$ cat config.mk
export PLATFORM = sky130hd
export DESIGN_NAME = syndrome_byte_serializer
export DESIGN_NICKNAME = d
export VERILOG_FILES = /design/src/rtl/syndrome_byte_serializer.sv
export SDC_FILE = /design/constraint.sdc
export NUM_CORES = 1
export LEC_CHECK = 0
export BUFFER_PORTS_ARGS = -buffer_cell sky130_fd_sc_hd__buf_2
export CORE_ASPECT_RATIO = 0.5
export CORE_MARGIN = 3
export CORE_UTILIZATION = 45
export CTS_BUF_LIST = sky130_fd_sc_hd__clkbuf_8
export CTS_CLUSTER_DIAMETER = 80
export CTS_CLUSTER_SIZE = 20
export DETAILED_ROUTE_END_ITERATION = 12
export PLACE_DENSITY_LB_ADDON = 0.1
export SYNTH_ARGS = -nofsm -noshare
export SYNTH_HDL_FRONTEND = slang
export SYNTH_SLANG_ARGS = --single-unit
$ cat constraint.sdc
create_clock -name clk -period 3.8 [get_ports clk]
set_input_delay 0.38 -clock clk [delete_from_list [all_inputs] [get_ports clk]]
set_output_delay 0.38 -clock clk [all_outputs]
set_load 0.005 [all_outputs]
$ cat src/rtl/syndrome_byte_serializer.sv
// Serializes GRID_WIDTH_U measurement rounds into a header-led 8-bit valid/ready byte stream.
// Optional per-round tag bytes are enabled by defining SYNDROME_SERIALIZER_ROUND_TAG_EN.
module syndrome_byte_serializer #(
   parameter int         GRID_WIDTH_X      = 4,
   parameter int         GRID_WIDTH_Z      = 1,
   parameter int         GRID_WIDTH_U      = 5,
   parameter logic [7:0] HEADER_BYTE       = 8'hA5,
   parameter int         FRAME_COUNT_WIDTH = 16
) (
   input  logic                                 clk,
   input  logic                                 reset,
   input  logic [GRID_WIDTH_X*GRID_WIDTH_Z-1:0] meas_data,
   input  logic                                 meas_valid,
   output logic                                 meas_ready,
   output logic [7:0]                           out_data,
   output logic                                 out_valid,
   input  logic                                 out_ready,
   output logic                                 frame_busy,
   output logic [FRAME_COUNT_WIDTH-1:0]         frames_sent
);

   localparam int PR    = GRID_WIDTH_X * GRID_WIDTH_Z;
   localparam int BPR   = (PR + 7) / 8;
   localparam int BUF_W = BPR * 8;
   localparam int RW    = (GRID_WIDTH_U > 1) ? $clog2(GRID_WIDTH_U) : 1;
   localparam int BW    = (BPR > 1) ? $clog2(BPR) : 1;
   localparam logic [RW-1:0] LAST_ROUND = RW'(GRID_WIDTH_U - 1);
   localparam logic [BW-1:0] LAST_BYTE  = BW'(BPR - 1);

`ifdef SYNDROME_SERIALIZER_ROUND_TAG_EN
   typedef enum logic [1:0] {ST_IDLE = 2'd0, ST_HEADER = 2'd1, ST_PAYLOAD = 2'd2, ST_TAG = 2'd3} state_t;
   localparam state_t BODY_ST = ST_TAG;
`else
   typedef enum logic [1:0] {ST_IDLE = 2'd0, ST_HEADER = 2'd1, ST_PAYLOAD = 2'd2} state_t;
   localparam state_t BODY_ST = ST_PAYLOAD;
`endif

   state_t                       state_q, state_d;
   logic [BUF_W-1:0]             buf_q, buf_d;
   logic [RW-1:0]                round_q, round_d;
   logic [BW-1:0]                byte_q, byte_d;
   logic                         busy_q, busy_d;
   logic [FRAME_COUNT_WIDTH-1:0] frames_q, frames_d;
   logic [7:0]                   payload_byte_s;

   assign frame_busy  = busy_q;
   assign frames_sent = frames_q;

   // Byte-lane select of the round buffer; padding above PR is zero from capture
   always_comb begin
      payload_byte_s = 8'h00;
      for (int b = 0; b < BPR; b++) begin
         payload_byte_s = (byte_q == BW'(b)) ? buf_q[8*b +: 8] : payload_byte_s;
      end
   end

   // Next-state and handshake outputs; reset forces all outputs low
   always_comb begin
      state_d    = state_q;
      buf_d      = buf_q;
      round_d    = round_q;
      byte_d     = byte_q;
      busy_d     = busy_q;
      frames_d   = frames_q;
      meas_ready = 1'b0;
      out_valid  = 1'b0;
      out_data   = 8'h00;
      if (reset) begin
         state_d = ST_IDLE;
      end else begin
         case (state_q)
            ST_IDLE: begin
               meas_ready = 1'b1;
               if (meas_valid) begin
                  buf_d   = BUF_W'(meas_data);
                  byte_d  = '0;
                  state_d = (round_q == '0) ? ST_HEADER : BODY_ST;
               end else begin
                  state_d = ST_IDLE;
               end
            end
            ST_HEADER: begin
               out_valid = 1'b1;
               out_data  = HEADER_BYTE;
               if (out_ready) begin
                  state_d = BODY_ST;
                  busy_d  = 1'b1;
               end else begin
                  state_d = ST_HEADER;
               end
            end
`ifdef SYNDROME_SERIALIZER_ROUND_TAG_EN
            ST_TAG: begin
               out_valid = 1'b1;
               out_data  = {1'b1, 7'(round_q)};
               if (out_ready) begin
                  state_d = ST_PAYLOAD;
               end else begin
                  state_d = ST_TAG;
               end
            end
`endif
            ST_PAYLOAD: begin
               out_valid = 1'b1;
               out_data  = payload_byte_s;
               if (!out_ready) begin
                  state_d = ST_PAYLOAD;
               end else if (byte_q != LAST_BYTE) begin
                  byte_d = byte_q + BW'(1);
               end else begin
                  // Last byte of the round leaves: a waiting round chains in with no bubble
                  meas_ready = 1'b1;
                  if (round_q == LAST_ROUND) begin
                     round_d  = '0;
                     frames_d = frames_q + FRAME_COUNT_WIDTH'(1);
                     busy_d   = 1'b0;
                  end else begin
                     round_d = round_q + RW'(1);
                  end
                  if (meas_valid) begin
                     buf_d   = BUF_W'(meas_data);
                     byte_d  = '0;
                     state_d = (round_d == '0) ? ST_HEADER : BODY_ST;
                  end else begin
                     state_d = ST_IDLE;
                  end
               end
            end
            default: begin
               state_d = ST_IDLE;
            end
         endcase
      end
   end

   // State and datapath registers with synchronous reset
   always_ff @(posedge clk) begin
      if (reset) begin
         state_q  <= ST_IDLE;
         buf_q    <= '0;
         round_q  <= '0;
         byte_q   <= '0;
         busy_q   <= 1'b0;
         frames_q <= '0;
      end else begin
         state_q  <= state_d;
         buf_q    <= buf_d;
         round_q  <= round_d;
         byte_q   <= byte_d;
         busy_q   <= busy_d;
         frames_q <= frames_d;
      end
   end

endmodule
==> metrics.csv <==
stage;metric;value;unit
floorplanning;num_rows;13;
yosys;synth_area_leaders;dfxtp_1 (36%), ha_1 (6.9%), nor2_1 (6.7%), xnor2_1 (6.0%), nand4_4 (4.4%);
worst_setup_path;r2r_slack;1.87;ns
cts;clk_path_buf_depth;2;
final_layout;seq_area;520.5;um^2
cts;path_clk_slew;0.09;ns
timing;setup_viol;0;
cts;clock_latency;0.28;ns
power_and_ir_drop;powerDensity;347.1;mW/mm^2
yosys;ys_types;43;
timing;fmax;445.6;MHz
routing;drt_wl_total;2.872;mm
floorplanning;die_h;46.16;um
placed_design;io_buffers;32;
timing;period_minus_slack;2.244;ns
final_layout;area_delta_synth_final;16.12;%
routing;drc;0;
global_routing;grt_start_max_net_pins;34;
yosys;synth.avg_cell_area;8.796;um^2
yosys;synth-edff-count;0;
routing;antenna_left;0;
final_layout;nFillCells;265;
cts;cts_root_buf;clkbuf_8;
cts;htreeDepth;1;
power_and_ir_drop;power.static_leakage;0.7380;nW
timing;finalMaxSlewViolations;0;
yosys;synth_top_flop_cell;dfxtp_1;
placed_design;dp_hpwl;2.110;mm
timing;rsz0062_at_grt;no;
yosys;netlist_area;0.001451;mm^2
timing;setup_tns;0;ns
final_layout;nets;210;
floorplanning;initial_core_util;0.5128;
outcome;outcome;completed;
timing;slew_headroom;0.5963;
worst_setup_path;cp-start-kind;flip-flop;
yosys;synth_top_cell_area_share;0.3586;
min_path;holdCritStartpoint;meas_data[1];
global_routing;antenna_found_initial;0;
final_layout;n_antenna_cell;0;
worst_setup_path;crit-reg2reg-launch;state_q[0];
floorplanning;die_w;86.32;um
job;drv_cap;0;
min_path;holdPathEnd;buf_q[1];
final_layout;multi_input_area;860.8;um^2
global_routing;grt_pass1_vias;1086;
worst_setup_path;worstPathMaxFanout;12;
final_layout;drive_gt1_frac;0.2383;
floorplanning;coreArea;0.002830;mm^2
routing;via_count;1198;
yosys;synth_cells;165;
cts;clock-sinks;26;
routing;wl_per_cell;12.49;um
worst_setup_path;required;3.42;ns
cts;post_cts_buffers;0;
global_routing;grt_overflow;0;
timing;min_period_over_period;0.5905;
min_path;whs_path_depth;3;
timing;skew;0.005082;ns
cts;holdBufCountCts;0;
routing;routed_via_density;5.209;
worst_setup_path;critPathLaunch;state_q[0];
min_path;worstHoldPathType;input port to flip-flop;
routing;drt-pass1-iter-count;4;
power_and_ir_drop;finalPower;0.0005849;W
power_and_ir_drop;ir_drop;0.0002223;V
floorplanning;num_io_pins;35;
yosys;synthArstFlopShare;0;
global_routing;grt_pass1_wl;4.940;mm
worst_setup_path;end_kind;output pin;
worst_setup_path;reg2reg_to;buf_q[2];
yosys;yosysSeqAreaShare;0.3586;
yosys;synth_seq_cells;26;
yosys;synth_top_area_cell;dfxtp_1;
timing;hold_viol;0;
routing;drt_iter0_markers;49;
floorplanning;die_area;0.003984;mm^2
cts;cts_tree;done;
cts;cts_resized;0;
cts;numCtsBuffers;3;
timing;worstMarginPinSlew;0.6055;ns
global_routing;grt.total_usage;0.1569;
yosys;ys.warnings.count;0;
worst_setup_path;reg2regPathDepth;6;
placed_design;gp_congestion;0.8096;
worst_setup_path;crit_type;flip-flop to output pin;
worst_setup_path;arrival;1.86;ns
## routing by layer
layer  vias up  global-route usage  wire length (um)
met2        39              0.2711              1223
met4         0             0.02795                15
met1       540              0.1951              1404
met3         3             0.05536               229
met5         -                   0                 0
li1        616                   -                 -
## layout by cell type, fill, tap and decap left out, types with 2 or more instances in the layout
cell / Yosys / routed
nand2_1: 9 / 9
mux2i_1: 5 / 5
ha_1: 8 / 8
conb_1: 1 / 2
o21ai_1: 2 / 2
xnor2_1: 10 / 10
and3_1: 2 / 2
inv_1: 7 / 7
nand4_1: 2 / 2
xor2_1: 2 / 2
a21oi_1: 10 / 10
nor4_1: 3 / 3
nor2_1: 26 / 26
buf_2: 2 / 32
nor3_1: 3 / 3
nand4_4: 3 / 3
nand2b_1: 2 / 2
nand3_1: 6 / 6
dfxtp_1: 26 / 26
o21ai_0: 3 / 3
or3_1: 2 / 2
clkbuf_8: 0 / 3
nand4b_1: 2 / 2
nor2b_1: 3 / 3
and3b_1: 2 / 2
## worst max path at each step
stage,end,slack (ns)
6_report,meas_ready,1.56
5_1_grt,meas_ready,1.39
4_1_cts,meas_ready,1.55
3_5_place_dp,buf_q[2],1.84
3_3_place_gp,meas_ready,1.90
2_1_floorplan,frames_sent[14],2.14
## state kept, by name, summed over array words and instances (netlist names)
| signal | count |
|---|---|
| buf_q | 4 |
| round_q | 3 |
| frame_busy | 1 |
| state_q | 2 |
| frames_sent | 16 |
## synth_stat cells, drive strengths merged, types with 5 or more instances
master and number:
o21ai 6, a21oi 10, nor2 26, inv 7
xnor2 10, nor4 5, nand2 10, buf 5
ha 8, mux2i 5, dfxtp 26, nand3 7
nand4 5
## final cells by class
| cell class | count | share of cell area |
|---|---|---|
| Clock inverter | 1 | 0.01782 |
| Tap cell | 37 | 0.02747 |
| Clock buffer | 3 | 0.02450 |
| Sequential cell | 26 | 0.3088 |
| Inverter | 7 | 0.01559 |
| Timing Repair Buffer | 32 | 0.09503 |
| Multi-Input combinational cell | 124 | 0.5108 |
## per-stage QoR
| stage | hold WS [ns] | instances | utilization | area [um^2] | setup slack [ns] |
|---|---|---|---|---|---|
| 2_1_floorplan | 0.4530 | 166 | - | 1455 | 2.135 |
| 3_3_place_gp | 0.4641 | 226 | 0.5703 | 1614 | 1.902 |
| 3_5_place_dp | 0.4763 | 226 | 0.5703 | 1614 | 1.843 |
| 4_1_cts | 0.3371 | 230 | 0.5955 | 1685 | 1.549 |
| 5_1_grt | 0.3462 | 230 | 0.5955 | 1685 | 1.385 |
| 6_report | 0.3371 | 230 | 0.5955 | 1685 | 1.556 |
## where the power goes
group	leakage, nW	switching [W]	internal (W)
clock	0.0357	0.0000889	0.000141
sequential	0.210	0.00000503	0.000280
combinational	0.492	0.0000406	0.0000289
## critical path, stage by stage, from the launching register on
cell	delay [ns]
dfxtp_1	0.35
inv_1	0.08
ha_1	0.44
and2_0	0.44
nor2_1	0.07
nor2_1	0.09
buf_2	0.13
## kinds of logic after synthesis
family	count (synthesis)	synth area share
compound gates	19	0.07414
flops	26	0.3586
other cells	1	0.002584
mux	6	0.04483
fa+ha+maj	8	0.06897
simple gates	77	0.3276
xor+xnor	12	0.07241
buf+inv	16	0.05086
(Power assumes the default switching activity.)
